==> src/rtl/gpio_bus_arbiter.sv <==
// gpio_bus_arbiter: round-robin owner selection for the shared GPIO breakout bank.
// One requester drives the pins at a time, with an all-input turnaround cycle between owners.
// Optional feature macro: GPIO_ARB_TIMEOUT_EN. When it is defined, a grant is revoked after
// TIMEOUT_CYC cycles and the offender is masked until it drops its request.
module gpio_bus_arbiter #(
  parameter int unsigned NREQ        = 4,
  parameter int unsigned WIDTH       = 34,
  parameter int unsigned TIMEOUT_CYC = 1023
) (
  input  logic                  clk,
  input  logic                  nrst,
  input  logic                  en,
  input  logic [NREQ-1:0]       req,
  input  logic [NREQ*WIDTH-1:0] req_out,
  input  logic [NREQ*WIDTH-1:0] req_oeb,
  output logic [NREQ-1:0]       gnt,
  output logic [WIDTH-1:0]      gpio_out,
  output logic [WIDTH-1:0]      gpio_oeb,
  output logic                  busy,
  output logic [NREQ-1:0]       timeout_err
);

  localparam int unsigned IdxW = $clog2(NREQ);

  typedef enum logic [1:0] {StIdle, StGrant, StTurn} state_e;

  state_e          state_q, state_d;
  logic [NREQ-1:0] gnt_q, gnt_d;
  logic [IdxW-1:0] last_q, last_d;
  logic [NREQ-1:0] elig;
  logic            found;
  logic [IdxW-1:0] win;
  logic [IdxW-1:0] idx;

`ifdef GPIO_ARB_TIMEOUT_EN
  localparam int unsigned     CntW    = $clog2(TIMEOUT_CYC + 1);
  // Revoking when the counter is one short keeps the grant for exactly TIMEOUT_CYC cycles.
  localparam logic [CntW-1:0] CntLast = CntW'(TIMEOUT_CYC - 1);

  logic [CntW-1:0] cnt_q, cnt_d;
  logic [NREQ-1:0] mask_q, mask_d;
  logic [NREQ-1:0] terr_q, terr_d;

  assign elig        = req & ~mask_q;
  assign timeout_err = terr_q;
`else
  logic unused_timeout_cyc;
  assign unused_timeout_cyc = ^TIMEOUT_CYC;
  assign elig        = req;
  assign timeout_err = '0;
`endif

  // Round-robin search starting just after the last winner, wrapping around.
  always_comb begin
    found = 1'b0;
    win   = last_q;
    idx   = '0;
    for (int unsigned k = 1; k <= NREQ; k++) begin
      idx = IdxW'((32'(last_q) + k) % NREQ);
      if (!found && elig[idx]) begin
        found = 1'b1;
        win   = idx;
      end
    end
  end

  // Next-state logic for the owner FSM, grant vector and round-robin pointer.
  always_comb begin
    state_d = state_q;
    gnt_d   = gnt_q;
    last_d  = last_q;
`ifdef GPIO_ARB_TIMEOUT_EN
    cnt_d   = cnt_q;
    mask_d  = mask_q & req;  // a masked requester is forgiven once it lets go
    terr_d  = terr_q;
`endif
    if (!en) begin
      state_d = StIdle;
      gnt_d   = '0;
`ifdef GPIO_ARB_TIMEOUT_EN
      cnt_d   = '0;
`endif
    end else begin
      unique case (state_q)
        StIdle, StTurn: begin
          state_d = StIdle;
          gnt_d   = '0;
          if (found) begin
            state_d = StGrant;
            gnt_d   = NREQ'(1) << win;
            last_d  = win;
`ifdef GPIO_ARB_TIMEOUT_EN
            cnt_d   = '0;
`endif
          end
        end
        StGrant: begin
          if ((req & gnt_q) == '0) begin
            state_d = StTurn;
            gnt_d   = '0;
          end
`ifdef GPIO_ARB_TIMEOUT_EN
          else if (cnt_q == CntLast) begin
            state_d = StTurn;
            gnt_d   = '0;
            terr_d  = terr_q | gnt_q;
            mask_d  = mask_d | gnt_q;
          end else begin
            cnt_d = cnt_q + CntW'(1);
          end
`endif
        end
        default: begin
          state_d = StIdle;
          gnt_d   = '0;
        end
      endcase
    end
  end

  // State registers with asynchronous active-low reset.
  always_ff @(posedge clk or negedge nrst) begin
    if (!nrst) begin
      state_q <= StIdle;
      gnt_q   <= '0;
      last_q  <= IdxW'(NREQ - 1);
`ifdef GPIO_ARB_TIMEOUT_EN
      cnt_q   <= '0;
      mask_q  <= '0;
      terr_q  <= '0;
`endif
    end else begin
      state_q <= state_d;
      gnt_q   <= gnt_d;
      last_q  <= last_d;
`ifdef GPIO_ARB_TIMEOUT_EN
      cnt_q   <= cnt_d;
      mask_q  <= mask_d;
      terr_q  <= terr_d;
`endif
    end
  end

  // Pin mux from the registered grant; en low floats the bank without waiting for a clock.
  always_comb begin
    gpio_out = '0;
    gpio_oeb = '1;
    if (en && (state_q == StGrant)) begin
      for (int unsigned i = 0; i < NREQ; i++) begin
        if (gnt_q[i]) begin
          gpio_out = req_out[i*WIDTH +: WIDTH];
          gpio_oeb = req_oeb[i*WIDTH +: WIDTH];
        end
      end
    end
  end

  assign gnt  = gnt_q;
  assign busy = (state_q == StGrant);

endmodule
==> config.mk <==
export PLATFORM = sky130hd
export DESIGN_NAME = gpio_bus_arbiter
export DESIGN_NICKNAME = d
export VERILOG_FILES = /design/src/rtl/gpio_bus_arbiter.sv
export SDC_FILE = /design/constraint.sdc
export NUM_CORES = 1
export LEC_CHECK = 0
export BUFFER_PORTS_ARGS = -buffer_cell sky130_fd_sc_hd__buf_2
export CELL_PAD_IN_SITES_DETAIL_PLACEMENT = 1
export CELL_PAD_IN_SITES_GLOBAL_PLACEMENT = 1
export CORE_AREA = 2 2 139 141
export DETAILED_ROUTE_END_ITERATION = 10
export DIE_AREA = 0 0 141 143
export GPL_ROUTABILITY_DRIVEN = 0
export PLACE_DENSITY = 0.66
export SLEW_MARGIN = 20
export SYNTH_ARGS = -nofsm -noshare
export SYNTH_HDL_FRONTEND = slang
export SYNTH_SLANG_ARGS = --single-unit
==> constraint.sdc <==
create_clock -name clk -period 3.6 [get_ports clk]
set_input_delay 0.54 -clock clk [delete_from_list [all_inputs] [get_ports clk]]
set_output_delay 0.54 -clock clk [all_outputs]
set_load 0.05 [all_outputs]
* After elaboration in Yosys (flattened, before gate mapping) *
Index checks and enable logic that the tools add are counted.

storage, ports and cells
  latch bits = 0
  memory bits (writable) = 0
  memories kept = 0
  memory bits (read-only) = 0
  input bits = 279
  register bits = 8

operators by class
  eq/ne operators = 3
  order comparisons = 4
  mux-type cells = 34
  multipliers = 0
  div/mod/pow operators = 0
  shifts and indexed selects = 1
  bitwise operators = 1
  add/subtract/negate cells = 4
  reductions and logical operators = 11

operators by type and width
  cell                 number
  $mux 34              10
  $lt 2x3->1 const B   4
  $mux 2               6
  $mux 4               3
  $mux 1               9
  $bmux 1 s2           4
  $pmux 4 s2           1
  $add 2x1->2 const B  2
  $add 2x2->2 const B  2
  $and 4x4->4          1
  $logic_and 1x1->1    4
  $logic_not 4->1      1
  $pmux 2 s2           1
  $shl 1x2->4 const A  1
  $logic_not 1->1      3
  $ne 3x2->1 const B   1
  $reduce_and 3->1     1
  $eq 2x1->1 const B   1
  $eq 2x2->1 const B   1
  $logic_not 2->1      1
  $reduce_or 2->1      1

* Logic depth before layout (Yosys ltp) *
  depth after elaboration = 17
  gate-level depth with buffers = 7

* Worst setup path before layout *
No wires, ideal clock.

  kind = reg2out
  from = register state_q[1]
  to = output gpio_out[0]
  slack = 0.671 ns
  stages on the path, launching flop included = 7
  arrival = 2.389 ns
  cell sequence = dfrtp_1 -> and2b_1 -> nand2_2 -> or2_2 -> clkbuf_1 -> buf_2 -> o22ai_1

on the way
  longest elaborated chain between the ends = 3

RTL lines
  what                    RTL line  RTL
  from (decl)             27        state_e state_q, state_d;
  from (signal assigned)  124       state_q <= StIdle;
  from (signal assigned)  133       state_q <= state_d;
  $eq 2x1->1              -
  via busy                19        output logic busy,
  $logic_and 1x1->1       148       if (en && (state_q == StGrant)) begin
  $mux 34                 148
  to (decl)               17        output logic [WIDTH-1:0] gpio_out,

The timed path passes the listed nets, and every way through them passes these cells.

* Worst setup path after layout *
  from = register gnt_q[1] (netlist: gnt[1])
  to = output gpio_out[30]

on the way
  longest elaborated chain between the ends = 4

RTL lines
  what                    RTL line  RTL
  from (decl)             28        logic [NREQ-1:0] gnt_q, gnt_d;
  from (signal assigned)  134       gnt_q <= gnt_d;
  $mux 34 (3 in series)   150       if (gnt_q[i]) begin
  $mux 34                 148

No other way between the ends.

==> flow_metrics.env <==
export IMPL_synth_edf_count=0
export IMPL_dieArea_sq_um=20200
export IMPL_hold_viol=0
export IMPL_grt_use_met1=0.169
export IMPL_clock_sinks=8
export IMPL_synthFlopType="dfrtp_1"
export IMPL_fillers=2472
export IMPL_cts_tree="yes"
export IMPL_dp_final_hpwl_microns=13600
export IMPL_busiest_layer="met2"
export IMPL_r2r_slack_ns=1.85
export IMPL_htreeDepth=1
export IMPL_grt_met3_usage=0.0302
export IMPL_final_util=0.255
export IMPL_slowest_stage="dfrtp_2"
export IMPL_cp_num_buf_inv=2
export IMPL_worstSetupStartpointType="flop"
export IMPL_power_ir_vdd_worst_v=0.000162
export IMPL_cts_setup_buffers=0
export IMPL_switching_share=0.547
export IMPL_synth_top_cell_by_area="a21oi_1"
export IMPL_min_path_type="primary input to async pin"
export IMPL_powerDensity_nw_per_um2=367
export IMPL_drt_total_wl_microns=16900
export IMPL_ys_seq_area_frac=0.0743
export IMPL_p_int_mw=0.788
export IMPL_cap_viol_max_count=0
export IMPL_placed_area_sq_um=4650
export IMPL_clkPwrFrac=0.111
export IMPL_wl_per_cell_microns=17.0
export IMPL_cpLargestDelayFamily="buffers and inverters"
export IMPL_pwr_share_seq=0.100
export IMPL_path_clk_slew_ns=0.04
export IMPL_path_class="flop to output port"
export IMPL_antenna_found_initial=0
export IMPL_coreArea_sq_um=18600
export IMPL_grt_pass1_vias=4796
export IMPL_r2r_end="gnt[3]$_DFFE_PN0P_"
export IMPL_synthDistinctLibCells=33
export IMPL_synthTopCellsByCount="a21oi_1, inv_1, nand2_1"
export IMPL_syn_area_sq_um=2730
export IMPL_synth_most_common_cell="a21oi_1"
export IMPL_combPwrFrac=0.790
export IMPL_relSlewSlack=0.516
export IMPL_drc=0
export IMPL_slowest_delay_ns=0.64
export IMPL_p_switching_mw=0.950
export IMPL_num_io_pins=356
export IMPL_fin_skew_ns=0.000268
export IMPL_drive_above_1_share=0.505
export IMPL_fmax_mhz=355
export IMPL_fin_crit_sh=0.782
export IMPL_synth_top_area_frac=0.130
export IMPL_netlist_instances=442
export IMPL_path_cells="nor2b_4, buf_4, a221o_1, o21ai_0, o22ai_1, buf_2"
export IMPL_cp_startpoint="gnt[1]$_DFFE_PN0P_"
export IMPL_ys_ff_latch=8
export IMPL_setup_slack_ns=0.786
export IMPL_cts_root_buf="clkbuf_16"
export IMPL_num_rows=50
export IMPL_path_max_fanout=36
export IMPL_grt_setup_unrepaired="false"
export IMPL_finalSetupViolations=0
export IMPL_vias_per_cell=4.76
export IMPL_worst_r2r_cell_count=4
export IMPL_postRouteAntennaNets=0
export IMPL_nets=1039
export IMPL_clk_latency_ns=0.23
export IMPL_cts_resized=0
export IMPL_start_util=0.147
export IMPL_use_met2=0.301
export IMPL_synthToLayoutAreaGrowth_pct=73.5
export IMPL_yosysWarnings=0
export IMPL_worstMarginPinSlew_ns=0.726
export IMPL_via_count=4725
export IMPL_worstPathArrival_ns=2.27
export IMPL_slew_violations=0
export IMPL_grt_overflow_total=0
export IMPL_ys_top_cells_by_area="a21oi_1, a221o_1, a221oi_1, inv_1, nor3b_1"
export IMPL_io_buffers=351
export IMPL_drt_iter0_markers=129
export IMPL_r2r_start="gnt[3]$_DFFE_PN0P_"
export IMPL_grt_pass1_wl_microns=24900
export IMPL_tns_ns=0
export IMPL_diodes=0
export IMPL_cp_required_ns=3.06
export IMPL_numCtsBuffers=3
export IMPL_p_leak_nw=2.41
export IMPL_die_w_microns=141
export IMPL_design_area_sq_um=4730
export IMPL_async_flop_share=1.00
export IMPL_grt_max_degree=65
export IMPL_dp_slack_ns=0.983
export IMPL_first_pass_iters=4
export IMPL_outcome="complete, no violations"
export IMPL_grt_use_total=0.152
export IMPL_end_kind="output port"
export IMPL_cts_hold_buffers=0
export IMPL_path_depth=6
export IMPL_die_y_microns=143
export IMPL_period_needed_ns=2.81
export IMPL_clock_path_buffers=2
export IMPL_crit_end="gpio_out[30]"
export IMPL_syn_area_per_cell_sq_um=6.17
routing by layer:
| metal | wire [microns] | part of all wire | vias to the layer above |
|---|---|---|---|
| li1 | - | - | 2276 |
| met1 | 6640 | 0.39 | 2201 |
| met2 | 8720 | 0.52 | 236 |
| met3 | 1330 | 0.079 | 12 |
| met4 | 174 | 0.010 | 0 |
| met5 | 0 | 0 | - |
power groups by stage:
stage                     clock network, mW  logic [mW]  registers [mW]
final                                 0.192        1.37           0.173
after global routing                  0.203        1.50           0.180
after CTS                             0.196        1.39           0.175
after detailed placement                  0        1.38           0.176
after global placement                    0        1.37           0.175
after floorplan                           0       0.961           0.165
stage by stage:
stage               cells  hold slack (ns)  power, mW
floorplan             445            0.244       1.13
global placement      989            0.392       1.55
detailed placement    989            0.396       1.56
CTS                   993            0.152       1.76
global route          993            0.156       1.89
finish                993            0.146       1.74
cell usage in the layout, fill, tap and decap left out, types with 2 or more instances in the layout:
master,Yosys,final
nor2_1,4,3
buf_4,4,14
conb_1,1,4
dfrtp_1,6,3
dfrtp_2,0,2
o22ai_1,34,34
nor3b_1,34,34
dfstp_2,2,2
clkbuf_16,0,3
a22oi_1,2,2
o211ai_1,2,2
buf_2,13,351
a21oi_1,71,71
a32o_1,2,2
inv_1,70,70
nand2_1,37,37
o21ai_0,36,36
a221oi_1,35,35
a221o_1,34,34
nand2b_1,3,3
a22o_1,2,2
state kept, by name, indices dropped and copies added, names as in the netlist:
| name | cells |
|---|---|
| last_q | 2 |
| state_q | 2 |
| gnt | 4 |
cells by family after synthesis:
logic type             count (synthesis)  share of synthesized area
buffers and inverters                126                      0.198
AOI/OAI and AO/OA                    221                      0.546
and+or+nand+nor                       86                      0.181
DFF                                    8                     0.0743
other                                  1                    0.00137
how the worst min path moves through the flow:
stage                             end  start  depth (start not counted)  slack [ns]
3_5_place_dp   state_q[1]$_DFFE_PN0P_   nrst                          1        0.40
2_1_floorplan      gnt[0]$_DFFE_PN0P_   nrst                          0        0.24
5_1_grt            gnt[0]$_DFFE_PN0P_   nrst                          1        0.16
3_3_place_gp   state_q[1]$_DFFE_PN0P_   nrst                          1        0.39
4_1_cts            gnt[2]$_DFFE_PN0P_   nrst                          1        0.15
6_report       state_q[1]$_DFFE_PN0P_   nrst                          1        0.15
area by class of cell:
type | instances | area (sq um) | area share
timing repair buffer | 366 | 1880 | 0.398
multi-input combinational | 311 | 2010 | 0.424
clock buffer | 4 | 78.8 | 0.0167
sequential | 8 | 209 | 0.0441
inverter | 70 | 263 | 0.0555
tap | 234 | 293 | 0.0619
No activity file was read; power rests on OpenSTA's default activity.
